### config.mk
export PLATFORM = sky130hd
export DESIGN_NAME = allocate_flat
export DESIGN_NICKNAME = d
export VERILOG_FILES = /design/src/rtl/allocate_if.sv /design/src/rtl/allocate.sv /design/src/flat_wrapper.sv
export SDC_FILE = /design/constraint.sdc
export NUM_CORES = 1
export LEC_CHECK = 0
export ABC_AREA = 1
export ABC_CLOCK_PERIOD_IN_PS = 2700
export CORE_ASPECT_RATIO = 1.5
export CORE_MARGIN = 2
export CORE_UTILIZATION = 49
export CTS_BUF_LIST = sky130_fd_sc_hd__clkbuf_8
export CTS_CLUSTER_SIZE = 25
export DETAILED_ROUTE_END_ITERATION = 16
export PLACE_DENSITY = 0.88
export SYNTH_ARGS = -nofsm -noshare
export SYNTH_HDL_FRONTEND = slang
export SYNTH_SLANG_ARGS = --single-unit
### constraint.sdc
create_clock -name clk -period 2.7 [get_ports clk]
set_input_delay 0.405 -clock clk [delete_from_list [all_inputs] [get_ports clk]]
set_output_delay 0.405 -clock clk [all_outputs]
set_load 0.01 [all_outputs]
### src/rtl/allocate_if.sv
`default_nettype none
// ============================================================================
// Module      : allocate_if
// Description : Bundles the word-reader side (*_r), the allocator output side
//               (*_a), the packet arming pulse and the packet status flag into
//               one interface.
//               slave  : the allocator's view (reads *_r and sop_in, drives
//                        *_a and packet_in_progress).
//               master : the upstream/downstream view (opposite directions).
//               Signals:
//                 sop_in             start-of-packet pulse
//                 word_r             incoming packed data word
//                 new_word_r         word_r valid this cycle
//                 first_word_r       word_r is the first word of a packet
//                 last_word_r        word_r is the last word of a packet
//                 word_a             {carry, word_r}, left-justified window
//                 num_values_a       complete values held in word_a
//                 new_word_a         word_a/num_values_a updated this cycle
//                 first_word_a       first flag of the accepted word
//                 last_word_a        last flag of the accepted word
//                 packet_in_progress packet armed and not yet finished
// Revision    : 1.0 - initial release
// ============================================================================
interface allocate_if #(
   parameter int WORD_W = 32,
   parameter int OUT_W  = 38
);
   logic              sop_in;
   logic [WORD_W-1:0] word_r;
   logic              new_word_r;
   logic              first_word_r;
   logic              last_word_r;
   logic [OUT_W-1:0]  word_a;
   logic [5:0]        num_values_a;
   logic              new_word_a;
   logic              first_word_a;
   logic              last_word_a;
   logic              packet_in_progress;

   modport slave (
      input  sop_in, word_r, new_word_r, first_word_r, last_word_r,
      output word_a, num_values_a, new_word_a, first_word_a, last_word_a,
             packet_in_progress
   );

   modport master (
      output sop_in, word_r, new_word_r, first_word_r, last_word_r,
      input  word_a, num_values_a, new_word_a, first_word_a, last_word_a,
             packet_in_progress
   );
endinterface
`default_nettype wire

### src/rtl/allocate.sv
`default_nettype none
// ============================================================================
// Module      : allocate
// Description : Bit-allocation stage of the serializer datapath. Each accepted
//               32-bit word is prefixed with the 0..6 bits left over from the
//               previous word and presented as a left-justified 38-bit window,
//               together with the number of complete 7-bit values it holds.
//               Ports:
//                 clk  - system clock, rising edge
//                 rst  - synchronous active-high reset
//                 bus  - allocate_if.slave: *_r inputs, sop_in, *_a outputs,
//                        packet_in_progress
// Revision    : 1.0 - initial release
// ============================================================================
module allocate #(
   parameter int WORD_W  = 32,
   parameter int VAL_W   = 7,
   parameter int CARRY_W = VAL_W - 1,
   parameter int OUT_W   = WORD_W + CARRY_W
) (
   input  wire logic   clk,
   input  wire logic   rst,
   allocate_if.slave   bus
);

   // Width of the carry count and of the running bit total.
   localparam int c_cnt_w = $clog2(VAL_W);
   localparam int c_tot_w = $clog2(OUT_W + 1);

   localparam logic [c_cnt_w-1:0] c_carry_max = c_cnt_w'(CARRY_W);
   localparam logic [c_tot_w-1:0] c_word_bits = c_tot_w'(WORD_W);
   localparam logic [c_tot_w-1:0] c_val_bits  = c_tot_w'(VAL_W);

   logic [OUT_W-1:0]   word_a_q,       word_a_d;
   logic [5:0]         num_values_q,   num_values_d;
   logic               new_word_q,     new_word_d;
   logic               first_word_q,   first_word_d;
   logic               last_word_q,    last_word_d;
   logic               pip_q,          pip_d;
   logic [c_cnt_w-1:0] c_q,            c_d;
   logic [CARRY_W-1:0] carry_q,        carry_d;

   logic               accept;
   logic [c_cnt_w-1:0] c_eff;
   logic [c_cnt_w-1:0] c_new;
   logic [c_tot_w-1:0] total;
   logic [c_tot_w-1:0] nvals;
   logic [OUT_W-1:0]   window;
   logic [CARRY_W-1:0] carry_mask;

   always_comb begin
      accept = bus.new_word_r & pip_q;

      // A first word starts a fresh bit stream; any stale carry is dropped.
      c_eff = bus.first_word_r ? '0 : c_q;
      total = c_tot_w'(c_eff) + c_word_bits;
      nvals = total / c_val_bits;
      c_new = c_cnt_w'(total - nvals * c_val_bits);

      // Carry bits are kept right-aligned; shifting the concatenation left by
      // the unused carry positions pushes the stale upper carry bits out and
      // leaves the window left-justified with zero fill at the bottom.
      window = {carry_q, bus.word_r} << (c_carry_max - c_eff);

      // Keep only the c_new least-significant bits of the word as carry.
      carry_mask = {CARRY_W{1'b1}} >> (c_carry_max - c_new);

      word_a_d     = word_a_q;
      num_values_d = num_values_q;
      new_word_d   = 1'b0;
      first_word_d = 1'b0;
      last_word_d  = 1'b0;
      pip_d        = pip_q;
      c_d          = c_q;
      carry_d      = carry_q;

      if (accept) begin
         word_a_d     = window;
         num_values_d = 6'(nvals);
         new_word_d   = 1'b1;
         first_word_d = bus.first_word_r;
         last_word_d  = bus.last_word_r;
         if (bus.last_word_r) begin
            // Leftover bits of the last word are padding.
            c_d     = '0;
            carry_d = '0;
            pip_d   = 1'b0;
         end else begin
            c_d     = c_new;
            carry_d = bus.word_r[CARRY_W-1:0] & carry_mask;
         end
      end else if (!pip_q && bus.sop_in) begin
         pip_d = 1'b1;
      end
   end

   always_ff @(posedge clk) begin
      if (rst) begin
         word_a_q     <= '0;
         num_values_q <= '0;
         new_word_q   <= 1'b0;
         first_word_q <= 1'b0;
         last_word_q  <= 1'b0;
         pip_q        <= 1'b0;
         c_q          <= '0;
         carry_q      <= '0;
      end else begin
         word_a_q     <= word_a_d;
         num_values_q <= num_values_d;
         new_word_q   <= new_word_d;
         first_word_q <= first_word_d;
         last_word_q  <= last_word_d;
         pip_q        <= pip_d;
         c_q          <= c_d;
         carry_q      <= carry_d;
      end
   end

   assign bus.word_a             = word_a_q;
   assign bus.num_values_a       = num_values_q;
   assign bus.new_word_a         = new_word_q;
   assign bus.first_word_a       = first_word_q;
   assign bus.last_word_a        = last_word_q;
   assign bus.packet_in_progress = pip_q;

endmodule
`default_nettype wire

### src/flat_wrapper.sv
// flat-port wrapper written by rule: the top's interface ports become plain ports
module allocate_flat 
#(
   parameter int WORD_W  = 32,
   parameter int VAL_W   = 7,
   parameter int CARRY_W = VAL_W - 1,
   parameter int OUT_W   = WORD_W + CARRY_W
)
  (clk, rst, bus_sop_in, bus_word_r, bus_new_word_r, bus_first_word_r, bus_last_word_r, bus_word_a, bus_num_values_a, bus_new_word_a, bus_first_word_a, bus_last_word_a, bus_packet_in_progress);
  allocate_if #(.WORD_W(WORD_W), .OUT_W(OUT_W)) bus_i ();
  input  wire logic clk;
  input  wire logic rst;
  input wire logic [$bits(bus_i.sop_in)-1:0] bus_sop_in;
  input wire logic [$bits(bus_i.word_r)-1:0] bus_word_r;
  input wire logic [$bits(bus_i.new_word_r)-1:0] bus_new_word_r;
  input wire logic [$bits(bus_i.first_word_r)-1:0] bus_first_word_r;
  input wire logic [$bits(bus_i.last_word_r)-1:0] bus_last_word_r;
  output wire logic [$bits(bus_i.word_a)-1:0] bus_word_a;
  output wire logic [$bits(bus_i.num_values_a)-1:0] bus_num_values_a;
  output wire logic [$bits(bus_i.new_word_a)-1:0] bus_new_word_a;
  output wire logic [$bits(bus_i.first_word_a)-1:0] bus_first_word_a;
  output wire logic [$bits(bus_i.last_word_a)-1:0] bus_last_word_a;
  output wire logic [$bits(bus_i.packet_in_progress)-1:0] bus_packet_in_progress;
  assign bus_i.sop_in = bus_sop_in;
  assign bus_i.word_r = bus_word_r;
  assign bus_i.new_word_r = bus_new_word_r;
  assign bus_i.first_word_r = bus_first_word_r;
  assign bus_i.last_word_r = bus_last_word_r;
  assign bus_word_a = bus_i.word_a;
  assign bus_num_values_a = bus_i.num_values_a;
  assign bus_new_word_a = bus_i.new_word_a;
  assign bus_first_word_a = bus_i.first_word_a;
  assign bus_last_word_a = bus_i.last_word_a;
  assign bus_packet_in_progress = bus_i.packet_in_progress;
  allocate #(.WORD_W(WORD_W), .VAL_W(VAL_W), .CARRY_W(CARRY_W), .OUT_W(OUT_W)) u_core (.clk(clk), .rst(rst), .bus(bus_i));
endmodule
# [After elaboration in Yosys (flattened, before gate mapping)]
# Index checks and enable logic that the tools add are counted.
[classes] multipliers=1 shifts=2 n_reduce_logical=5 add_sub_neg=4 div_mod_pow=1 bitwise=3 eq_ne=1 n_mux=7
[op_table] operator="38-bit by 3-bit << shifter with 38-bit output" n=1
[op_table] operator="3-bit by 6-bit adder with 6-bit output, second input constant" n=1
[op_table] operator="6-bit AND" n=1
[op_table] operator="6-bit by 3-bit divider with 6-bit output, second input constant" n=1
[op_table] operator="6-bit by 3-bit multiplier with 3-bit output, second input constant" n=1
[op_table] operator="3-bit 2-to-1 mux" n=2
[op_table] operator="6-bit 2-to-1 mux" n=1
[op_table] operator="6-bit by 3-bit >> shifter with 6-bit output, first input constant" n=1
[op_table] operator="3-bit subtractor, first input constant" n=2
[op_table] operator="1-bit 2-to-1 mux" n=4
[op_table] operator="3-bit subtractor" n=1
[op_table] operator="2-bit != test, second input constant" n=1
[op_table] operator="2-bit AND reduction" n=1
[op_table] operator="2-bit nonzero test" n=1
[op_table] operator="2-bit OR reduction" n=1
[op_table] operator="1-bit AND" n=1
[op_table] operator="1-bit logical AND" n=1
[op_table] operator="1-bit logical NOT" n=1
[op_table] operator="1-bit inverter" n=1
[word_totals] out_inout_bits=48 wordCells=32 reg_bits=57

# [Logic depth before layout (Yosys ltp)]
# Gate-level depths: netlist (run 1).
[logic_depth] word_depth=9 depth_mapped=17 depth_no_buf=17

# [Worst setup path before layout (run 1)]
# No wires, ideal clock.
[synth_timing] path_type="input -> register" from="input bus_first_word_r" to="register u_core.carry_q[0]" n_path_buf=0 arrival_ps=2288 path_stages=17 t_required_ps=2572 setup_slack_ps=285 cell_sequence="inv_2 > nand3_1 > nand2_1 > ha_1 > inv_1 > fa_1 > inv_1 > nand2_1 > nand2_1 > nand2_1 > and2_1 > ha_1 > inv_1 > nor2_1 > nor2_1 > a22oi_1 > nor2_1"
[synth_between] elab_chain_cells=9
[synth_lines] element="start, declared" line="flat_wrapper.sv:16" rtl="input wire logic [$bits(bus_i.first_word_r)-1:0] bus_first_word_r;"
[synth_lines] element="3-bit 2-to-1 mux" line="allocate.sv:55" rtl="c_eff = bus.first_word_r ? '0 : c_q;"
[synth_lines] element="3-bit by 6-bit adder with 6-bit output" line="allocate.sv:56" rtl="total = c_tot_w'(c_eff) + c_word_bits;"
[synth_lines] element="6-bit by 3-bit divider with 6-bit output" line="allocate.sv:57" rtl="nvals = total / c_val_bits;"
[synth_lines] element="named net u_core.nvals[0]" line="allocate.sv:47" rtl="logic [c_tot_w-1:0] nvals;"
[synth_lines] element="6-bit by 3-bit multiplier with 3-bit output" line="allocate.sv:58" rtl="c_new = c_cnt_w'(total - nvals * c_val_bits);"
[synth_lines] element="3-bit subtractor" line="allocate.sv:58"
[synth_lines] element="3-bit subtractor" line="allocate.sv:66" rtl="carry_mask = {CARRY_W{1'b1}} >> (c_carry_max - c_new);"
[synth_lines] element="6-bit by 3-bit >> shifter with 6-bit output" line="allocate.sv:66"
[synth_lines] element="6-bit AND" line="allocate.sv:90" rtl="carry_d = bus.word_r[CARRY_W-1:0] & carry_mask;"
[synth_lines] element="6-bit 2-to-1 mux" line="allocate.sv:83" rtl="if (bus.last_word_r) begin"
[synth_lines] element="end signal, assigned" line="allocate.sv:115" rtl="carry_q <= carry_d;"
[synth_lines] element="end, declared" line="allocate.sv:41" rtl="logic [CARRY_W-1:0] carry_q, carry_d;"
# The timed path passes the listed nets, and every way through them passes these cells.
# A chain may end at the register's enable or synchronous reset.

# [Worst setup path in the final report (run 1)]
[layout_timing] from="input bus_first_word_r" to="register u_core.carry_q[1]"
[layout_between] elab_chain_cells=9
[layout_lines] element="3-bit 2-to-1 mux (*)" line="allocate.sv:55"
[layout_lines] element="3-bit by 6-bit adder with 6-bit output (*)" line="allocate.sv:56"
[layout_lines] element="6-bit by 3-bit divider with 6-bit output" line="allocate.sv:57"
[layout_lines] element="6-bit by 3-bit multiplier with 3-bit output" line="allocate.sv:58"
[layout_lines] element="3-bit subtractor (*)" line="allocate.sv:58"
[layout_lines] element="3-bit subtractor (*)" line="allocate.sv:66"
[layout_lines] element="6-bit by 3-bit >> shifter with 6-bit output (*)" line="allocate.sv:66"
[layout_lines] element="6-bit AND (*)" line="allocate.sv:90"
[layout_lines] element="6-bit 2-to-1 mux (*)" line="allocate.sv:83"
# Mark *: on every way between the ends. The rest lies on a longest branch, timed or not.

==> reports/qor.yml, run 1 <==
floorplanning:
  dieWidth_um: 72.1
  dieArea_mm2: 0.00766
  fp-row-count: 37
  coreArea_mm2: 0.00681
  ios: 86
  start_util: 0.502
  die_h_um: 106
timing:
  maxSlewViolCount: 0
  whs_ns: 0.453
  fmax_mhz: 394
  setup_slack_ns: 0.164
  relSlewSlack: 0.612
  skew_ns: 0.00468
  worst_slew_pin_slew_ns: 0.580
  finalSetupTns_ns: 0
  rsz0062_at_grt: "false"
  final_hold_viol_count: 0
  period_share: 0.939
  finalSetupViolCount: 0
  fin_crit_ns: 2.54
finish:
  final_cell_area_mm2: 0.00447
  final_core_utilization: 0.657
  multi_input_area_mm2: 0.00204
  nFillCells: 645
  regArea_mm2: 0.00108
  diodes: 0
  layout.cells.non_filler: 760
  final_layout_size_suffix_gt1_frac: 0.0645
  area_growth_pct: 31.0
  nNetsFinal: 725
setup_path:
  cp_top_family: "adder cells"
  r2r_cells: 16
  worstReg2RegStart: "u_core.c_q[1]"
  cp-start-kind: "input pin"
  path_class: "in2reg"
  rr_endpoint: "u_core.carry_q[1]"
  path_buf_inv: 4
  path_cells: "clkdlybuf4s50_1 > buf_4 > nor2_1 > nor2_1 > a21oi_1 > fa_2 > ha_1 > inv_1 > ha_1 > inv_2 > nor2_1 > nor2_1 > a22oi_1 > nor2_1"
  rrSetupSlack_ns: 0.35
  crit_end: "u_core.carry_q[1]"
  critPathMostFrequentCell: "nor2_1"
  path_max_fanout: 5
  cp-end-kind: "flop"
  crit_required_ns: 2.96
  slowest_delay_ns: 0.49
  arrival_ns: 2.79
  startpoint: "bus_first_word_r"
  worst-path-stages: 14
  cp_slowest_cell: "fa_2"
clock_network:
  numCtsBuffers: 5
  clock_latency_ns: 0.32
  cts_hold_buffers: 0
  cts-resized-gates: 0
  postCtsSetupBuffers: 0
  htree_num_levels: 2
  cts_max_path_buffers: 2
  cts_tree: "built"
  clkTransAtPathRegs_ns: 0.10
  cts_sinks: 54
  ctsRootBufferMaster: "clkbuf_8"
synthesis:
  seq_area_frac_synth: 0.317
  yosysTopAreaCell: "dfxtp_1"
  synth_edf_count: 0
  synth_ff_type: "dfxtp_1"
  synth-seq-cells: 54
  yosysWarnings: 0
  synthTopCellsByArea: "dfxtp_1, nand2_1, nor2_1, a21oi_1, o21ai_0"
  synthTopCellsByCount: "nand2_1, nor2_1, dfxtp_1"
  syn_avg_cell_area_um2: 5.68
  synth_most_common_cell: "nand2_1"
  synth_top_area_frac: 0.317
  async_flop_share: 0
  syn_inst: 601
  synthesis.area_mm2: 0.00341
  yosysUniqueCellTypes: 28
grt:
  grt_pass1_wl_um: 16400
  grt_pass1_vias: 3816
  grt_overflow_total: 0
  grt_max_degree: 43
  grt_antenna_before_repair: 0
  grt.total_usage: 0.265
status:
  outcome: "complete, no violations"
placed_design:
  dp_hpwl_um: 7180
  placed_cell_area_mm2: 0.00436
  pre_cts_ws_ns: -0.308
  place.gp.congestion: 0.840
  port_buffers: 82
  dp_cells: 752
drt:
  drcViolationCount: 0
  avgRoutedWirePerCell_um: 13.1
  vias: 4029
  vias_per_cell: 5.30
  drtPass1Iterations: 6
  drt-total-wl_um: 9980
  ant_nets: 0
  first_iter_violations: 306
min_path:
  holdCritPathClass: "reg2reg"
pwr:
  p_leak_nw: 2.03
  power_mw: 1.73
  power_per_cell_area_mw_per_mm2: 387
  vdd.ir_drop.worst_mv: 0.331
flow_run:
  maxCapViolCount: 0
==> how the worst min path moves through the flow <==
stage          depth (start not counted)                          to                  startpoint  slack (ns)
3_5_place_dp                           2  u_core.bus.num_values_a[1]  u_core.bus.num_values_a[1]        0.43
4_1_cts                                2  u_core.bus.num_values_a[1]  u_core.bus.num_values_a[1]        0.45
5_1_grt                                2  u_core.bus.num_values_a[1]  u_core.bus.num_values_a[1]        0.48
3_3_place_gp                           2  u_core.bus.num_values_a[1]  u_core.bus.num_values_a[1]        0.43
2_1_floorplan                          2           u_core.carry_q[2]           u_core.carry_q[2]        0.45
6_report                               2  u_core.bus.num_values_a[1]  u_core.bus.num_values_a[1]        0.45
==> power breakdown <==
part | switching, mW | internal (mW)
registers | 0.0222 | 0.836
logic | 0.215 | 0.197
clock network | 0.280 | 0.180
total | 0.518 | 1.21
==> state kept, by name, indices dropped and copies added, names as in the netlist <==
register                       count
u_core.bus.word_a                 38
u_core.carry_q                     6
u_core.bus.num_values_a            3
u_core.c_q                         3
u_core.bus.first_word_a            1
u_core.bus.last_word_a             1
u_core.bus.new_word_a              1
u_core.bus.packet_in_progress      1
==> placed cells by master, fill, tap and decap left out, types with 2 or more instances in the layout <==
cell             count
inv_1               39
a21oi_1             48
conb_1               4
nand2_1            231
a22oi_1              2
nand3_1             19
buf_4               22
clkdlybuf4s50_1     81
nand4_1              4
inv_2                5
nor2_1             110
clkbuf_8             5
o21ai_1              3
ha_1                 4
dfxtp_1             54
o21ai_0             32
nor2_4               2
nand2_2              2
==> cell families after synthesis <==
logic type,Yosys count,share of synthesized area
compound gates,89,0.135
xor+xnor,2,0.00513
fa+ha+maj,6,0.0242
buf+inv,79,0.0971
flops,54,0.317
other cells,1,0.00110
simple gates,370,0.421
==> per-layer routing <==
metal  GRT usage  up-vias  wire, um
met5           0        -         0
met4       0.112        0       257
met3      0.0417       29       599
met2       0.487      172      5190
met1       0.292     1812      3940
li1            -     2016         -
==> worst min-delay path, delay by kind of cell (launching register included) <==
kind,cells,cell delay (ns)
and+or+nand+nor,2,0.10
DFF,1,0.33
==> layout make-up <==
| type | instances | area share |
|---|---|---|
| tap | 78 | 0.0218 |
| multi-input combinational | 471 | 0.457 |
| sequential | 54 | 0.242 |
| inverter | 44 | 0.0369 |
| clock inverter | 3 | 0.00392 |
| clock buffer | 5 | 0.0154 |
| timing repair buffer | 105 | 0.224 |
(Power assumes the default switching activity.)
==> inputs of run 2 (changes only) <==
--- a/config.mk
+++ b/config.mk
@@ -13,7 +13,7 @@
 export CTS_BUF_LIST = sky130_fd_sc_hd__clkbuf_8
 export CTS_CLUSTER_SIZE = 25
 export DETAILED_ROUTE_END_ITERATION = 16
-export PLACE_DENSITY = 0.88
+export PLACE_DENSITY = 0.76
 export SYNTH_ARGS = -nofsm -noshare
 export SYNTH_HDL_FRONTEND = slang
 export SYNTH_SLANG_ARGS = --single-unit
==> run 2 against run 1 <==
Compared with the run above: final area is 0.11% lower; flip-flop and latch count did not move; routed wire length increased by 2.8%; combinational power down 1%; die area stayed put; via count down 1.9%; non-clock buffer count down 2; clock power rose by 16%; setup slack better by 0.035 ns; fmax is 1.4% higher; total power grew 4.2%.
==> reports/qor.yml, run 2 (synthesis gave the netlist of run 1 again) <==
timing:
  fmax_mhz: 400  # was 394 MHz
  final_hold_viol_count: 0  # unchanged
  maxSlewViolCount: 0  # unchanged
  fin_crit_ns: 2.50  # was 2.54 ns
  skew_ns: 0.00900  # was 0.00468 ns
  finalSetupViolCount: 0  # unchanged
  rsz0062_at_grt: "false"  # unchanged
  whs_ns: 0.442  # was 0.453 ns
  period_share: 0.926  # was 0.939
  relSlewSlack: 0.558  # was 0.612
  worst_slew_pin_slew_ns: 0.662  # was 0.580 ns
drt:
  drcViolationCount: 0  # unchanged
  avgRoutedWirePerCell_um: 13.5  # was 13.1 um
  vias_per_cell: 5.22  # was 5.30
  ant_nets: 0  # unchanged
  first_iter_violations: 272  # was 306
  vias: 3954  # was 4029
  drt-total-wl_um: 10300  # was 9980 um
  drtPass1Iterations: 5  # was 6
placed_design:
  dp_cells: 749  # was 752
  dp_hpwl_um: 7470  # was 7180 um
  place.gp.congestion: 0.898  # was 0.840
  port_buffers: 82  # unchanged
grt:
  grt_pass1_wl_um: 16500  # was 16400 um
  grt_antenna_before_repair: 0  # unchanged
  met3_usage: 0.0398  # was 0.0417
  grtUsageMet1: 0.292  # about the same
  top_usage_layer: "met2"  # unchanged
  grt_overflow_total: 0  # unchanged
  grt_pass1_vias: 3674  # was 3816
  met2_usage: 0.496  # was 0.487
  grt.total_usage: 0.273  # was 0.265
  grt_max_degree: 43  # unchanged
floorplanning:
  ios: 86  # unchanged
  fp-row-count: 37  # unchanged
  dieArea_mm2: 0.00766  # unchanged
  dieWidth_um: 72.1  # unchanged
  start_util: 0.502  # unchanged
  die_h_um: 106  # unchanged
  coreArea_mm2: 0.00681  # unchanged
clock_network:
  cts_tree: "built"  # unchanged
  cts_sinks: 54  # unchanged
  cts_hold_buffers: 0  # unchanged
  cts_max_path_buffers: 2  # unchanged
  clock_latency_ns: 0.33  # was 0.32 ns
  ctsRootBufferMaster: "clkbuf_8"  # unchanged
  htree_num_levels: 2  # unchanged
  clkTransAtPathRegs_ns: 0.09  # was 0.10 ns
  numCtsBuffers: 5  # unchanged
finish:
  area_growth_pct: 30.9  # was 31.0%
  mostFrequentLayoutCells: "nand2_1, nor2_1, clkdlybuf4s50_1"  # unchanged
  nNetsFinal: 723  # was 725
  diodes: 0  # unchanged
  final_common_cell: "nand2_1"  # unchanged
  nFillCells: 702  # was 645
  layout.cells.non_filler: 758  # was 760
  largest_register_ffs: 38  # unchanged
  final_layout_size_suffix_gt1_frac: 0.0559  # was 0.0645
pwr:
  p_leak_nw: 2.04  # was 2.03 nW
  vdd.ir_drop.worst_mv: 0.337  # was 0.331 mV
  power_per_cell_area_mw_per_mm2: 403  # was 387 mW/mm^2
setup_path:
  crit_required_ns: 2.90  # was 2.96 ns
  crit_end: "u_core.carry_q[0]"  # was u_core.carry_q[1]
  r2r_cells: 16  # unchanged
  rrSetupSlack_ns: 0.21  # was 0.35 ns
  startpoint: "bus_first_word_r"  # unchanged
  worstReg2RegStart: "u_core.c_q[1]"  # unchanged
  path_class: "in2reg"  # unchanged
  rr_endpoint: "u_core.carry_q[0]"  # was u_core.carry_q[1]
  arrival_ns: 2.70  # was 2.79 ns
  path_max_fanout: 5  # unchanged
  cp-end-kind: "flop"  # unchanged
  cp-start-kind: "input pin"  # unchanged
min_path:
  holdCritPathClass: "reg2reg"  # unchanged
flow_run:
  maxCapViolCount: 0  # unchanged
status:
  outcome: "complete, no violations"  # unchanged
run 2: how the worst min path moves through the flow:
stage                     slack [ns]  cells after the start                    endpoint                       start
final                           0.44                      2  u_core.bus.num_values_a[1]  u_core.bus.num_values_a[1]
after global routing            0.46                      2  u_core.bus.num_values_a[1]  u_core.bus.num_values_a[1]
after CTS                       0.44                      2  u_core.bus.num_values_a[1]  u_core.bus.num_values_a[1]
after detailed placement        0.43                      2  u_core.bus.num_values_a[1]  u_core.bus.num_values_a[1]
after global placement          0.43                      2  u_core.bus.num_values_a[1]  u_core.bus.num_values_a[1]
after floorplan                 0.45                      2           u_core.carry_q[2]           u_core.carry_q[2]
run 2: layout make-up:
type / count / area [um^2] / share of cell area
multi-input combinational: 471 / 2020 / 0.451
timing repair buffer: 103 / 997 / 0.223
inverter: 44 / 165 / 0.0370
sequential: 54 / 1080 / 0.242
clock buffer: 8 / 110 / 0.0246
tap: 78 / 97.6 / 0.0218
run 2: through the flow:
| stage | setup TNS, ns | area (um^2) | worst slack, ns | utilization | total power [mW] |
|---|---|---|---|---|---|
| after floorplan | 0 | 3420 | 0.285 | - | 1.09 |
| after global placement | -0.953 | 4350 | -0.229 | 0.639 | 1.27 |
| after detailed placement | -2.17 | 4350 | -0.343 | 0.639 | 1.28 |
| after CTS | 0 | 4460 | 0.206 | 0.656 | 1.81 |
| after global routing | 0 | 4470 | 0.0154 | 0.657 | 1.88 |
| final | 0 | 4470 | 0.199 | 0.657 | 1.80 |
run 2: critical path: stages:
cell           delay [ns]
dlygate4sd2_1        0.27
inv_2                0.09
nand3_1              0.12
nand2_1              0.12
ha_1                 0.14
inv_1                0.07
fa_2                 0.39
inv_1                0.06
nand2_1              0.06
nand2_1              0.07
nand2_1              0.06
and2_1               0.14
ha_1                 0.27
inv_1                0.09
nor2_1               0.11
nor2_1               0.05
a22oi_1              0.14
nor2_1               0.05
run 2: routing by layer:
layer  routed length, um  vias up
met5                   0        -
met4                 552        0
met3                 442       36
met2                5360      126
met1                3910     1783
li1                    -     2009
run 2: repair_timing:
action / CTS / global route
setup buffers: 1 / 0
gates resized for setup: 1 / 2
endpoints found under the setup margin: 1 / 2
run 2: where the power goes:
| group | switching [mW] | leakage (nW) | internal (mW) |
|---|---|---|---|
| clock network | 0.277 | 0.0575 | 0.260 |
| registers | 0.0219 | 0.441 | 0.835 |
| logic | 0.214 | 1.54 | 0.194 |
| total | 0.513 | 2.04 | 1.29 |
==> inputs of run 3 (changes only) <==
--- a/config.mk
+++ b/config.mk
@@ -7,12 +7,14 @@
 export LEC_CHECK = 0
 export ABC_AREA = 1
 export ABC_CLOCK_PERIOD_IN_PS = 2700
+export CAP_MARGIN = 20
 export CORE_ASPECT_RATIO = 1.5
 export CORE_MARGIN = 2
 export CORE_UTILIZATION = 49
 export CTS_BUF_LIST = sky130_fd_sc_hd__clkbuf_8
 export CTS_CLUSTER_SIZE = 25
 export DETAILED_ROUTE_END_ITERATION = 16
+export GPL_TIMING_DRIVEN = 0
 export PLACE_DENSITY = 0.76
 export SYNTH_ARGS = -nofsm -noshare
 export SYNTH_HDL_FRONTEND = slang
==> run 3 against run 2 <==
Compared with the run above: clock skew fell by 0.0011 ns; register-to-register slack improved by 0.06 ns; final area rose by 0.64%; die area unchanged; non-clock buffer count increased by 19; hold slack improved by 0.0065 ns; total power decreased by 2.7%; final cell count grew 2.5%; combinational power increased by 1%; largest cell class unchanged; largest power group unchanged; highest routed layer unchanged.
==> reports/qor.yml, run 3 (synthesis gave the netlist of run 1 again) <==
timing:
  maxSlewViolCount: 0  # unchanged
  fmax_mhz: 411  # was 400 MHz
  worst_slew_pin_slew_ns: 0.570  # was 0.662 ns
  skew_ns: 0.00787  # was 0.00900 ns
  final_hold_viol_count: 0  # unchanged
  period_share: 0.902  # was 0.926
  rsz0062_at_grt: "false"  # unchanged
  relSlewSlack: 0.620  # was 0.558
  finalSetupTns_ns: 0  # unchanged
  fin_crit_ns: 2.43  # was 2.50 ns
  finalSetupViolCount: 0  # unchanged
drt:
  vias: 4038  # was 3954
  avgRoutedWirePerCell_um: 14.0  # was 13.5 um
  ant_nets: 0  # unchanged
  first_iter_violations: 231  # was 272
  drt-total-wl_um: 10900  # was 10300 um
  drcViolationCount: 0  # unchanged
  vias_per_cell: 5.20  # was 5.22
  drtPass1Iterations: 5  # unchanged
setup_path:
  cp-end-kind: "flop"  # unchanged
  path_max_fanout: 7  # was 5
  path_class: "reg2reg"  # was in2reg
  cp-start-kind: "flop"  # was input pin
  crit_required_ns: 2.89  # was 2.90 ns
  arrival_ns: 2.63  # was 2.70 ns
finish:
  final_common_cell: "nand2_1"  # unchanged
  diodes: 0  # unchanged
  nFillCells: 696  # was 702
  final_core_utilization: 0.661  # was 0.657
  area_growth_pct: 31.7  # was 30.9%
  largest_register_ffs: 38  # unchanged
  final_cell_area_mm2: 0.00450  # was 0.00447 mm^2
  mostFrequentLayoutCells: "nand2_1, nor2_1, clkdlybuf4s50_1"  # unchanged
  nNetsFinal: 742  # was 723
  final_layout_size_suffix_gt1_frac: 0.0644  # was 0.0559
floorplanning:
  dieWidth_um: 72.1  # unchanged
  die_h_um: 106  # unchanged
  fp-row-count: 37  # unchanged
  ios: 86  # unchanged
  dieArea_mm2: 0.00766  # unchanged
  start_util: 0.502  # unchanged
  coreArea_mm2: 0.00681  # unchanged
grt:
  grt.total_usage: 0.291  # was 0.273
  grt_pass1_vias: 3824  # was 3674
  grt_overflow_total: 0  # unchanged
  grt_antenna_before_repair: 0  # unchanged
  grt_pass1_wl_um: 17500  # was 16500 um
  grt_max_degree: 16  # was 43
pwr:
  power_per_cell_area_mw_per_mm2: 390  # was 403 mW/mm^2
  vdd.ir_drop.worst_mv: 0.276  # was 0.337 mV
  p_leak_nw: 2.04  # about the same
placed_design:
  dp_hpwl_um: 8360  # was 7470 um
  port_buffers: 81  # was 82
  place.gp.congestion: 0.966  # was 0.898
  placed_cell_area_mm2: 0.00433  # was 0.00435 mm^2
clock_network:
  cts_sinks: 54  # unchanged
  clkTransAtPathRegs_ns: 0.09  # about the same
  cts_max_path_buffers: 2  # unchanged
  clock_latency_ns: 0.32  # was 0.33 ns
  numCtsBuffers: 5  # unchanged
  ctsRootBufferMaster: "clkbuf_8"  # unchanged
  htree_num_levels: 2  # unchanged
  cts_hold_buffers: 0  # unchanged
  cts_tree: "built"  # unchanged
flow_run:
  maxCapViolCount: 0  # unchanged
status:
  outcome: "complete, no violations"  # unchanged
min_path:
  holdCritPathClass: "reg2reg"  # unchanged
run 3: power by group:
part	switching (mW)	internal, mW	leakage [nW]
Clock	0.281	0.204	0.0524
Combinational	0.220	0.192	1.55
Sequential	0.0214	0.835	0.442
run 3: stage by stage:
step           std cells  hold slack (ns)  setup slack (ns)  total power, mW
4_1_cts              773            0.446           0.00189             1.75
3_3_place_gp         763            0.427            -0.541             1.27
3_5_place_dp         763            0.430            -0.600             1.28
2_1_floorplan        604            0.445             0.285             1.09
5_1_grt              777            0.465            0.0171             1.84
6_report             777            0.449             0.265             1.75
run 3: per-layer routing:
metal / vias to the layer above / track usage / wire (um)
met5: - / 0 / 0
met3: 34 / 0.0294 / 470
li1: 2049 / - / -
met2: 131 / 0.530 / 5660
met1: 1824 / 0.315 / 4220
met4: 0 / 0.171 / 521
run 3: final timing paths:
check                           cells past startpoint                        from  slack (ns)                    endpoint
worst max-delay path                               13               u_core.c_q[0]        0.27           u_core.carry_q[0]
worst min-delay path                                2  u_core.bus.num_values_a[1]        0.45  u_core.bus.num_values_a[1]
worst max register to register                     13               u_core.c_q[0]        0.27           u_core.carry_q[0]
worst min register to register                      2  u_core.bus.num_values_a[1]        0.45  u_core.bus.num_values_a[1]
run 3: layout make-up:
cell class,instances,area [um^2],share of cell area
Multi-Input combinational cell,471,2040,0.453
Sequential cell,54,1090,0.242
Timing Repair Buffer,87,851,0.189
Buffer,35,169,0.0376
Inverter,44,165,0.0367
Tap cell,78,97.6,0.0217
Clock buffer,6,82.6,0.0184
Clock inverter,2,8.76,0.00195
run 3: worst max-delay path, stage by stage (launching register included):
cell and delay, ns:
dfxtp_4 0.40, nand3_2 0.10, nand2_2 0.12, ha_4 0.14
inv_1 0.06, fa_2 0.62, ha_1 0.16, inv_1 0.05
ha_1 0.27, inv_1 0.08, nor2_1 0.09, nor2_1 0.04
a22oi_1 0.14, nor2_1 0.06
run 3: what timing repair did:
action | in CTS | in global routing
buffers inserted | 2 | 4
pin swaps | 0 | 1
setup endpoints to repair | 20 | 19
gates cloned | 0 | 0
resized for setup | 1 | 12
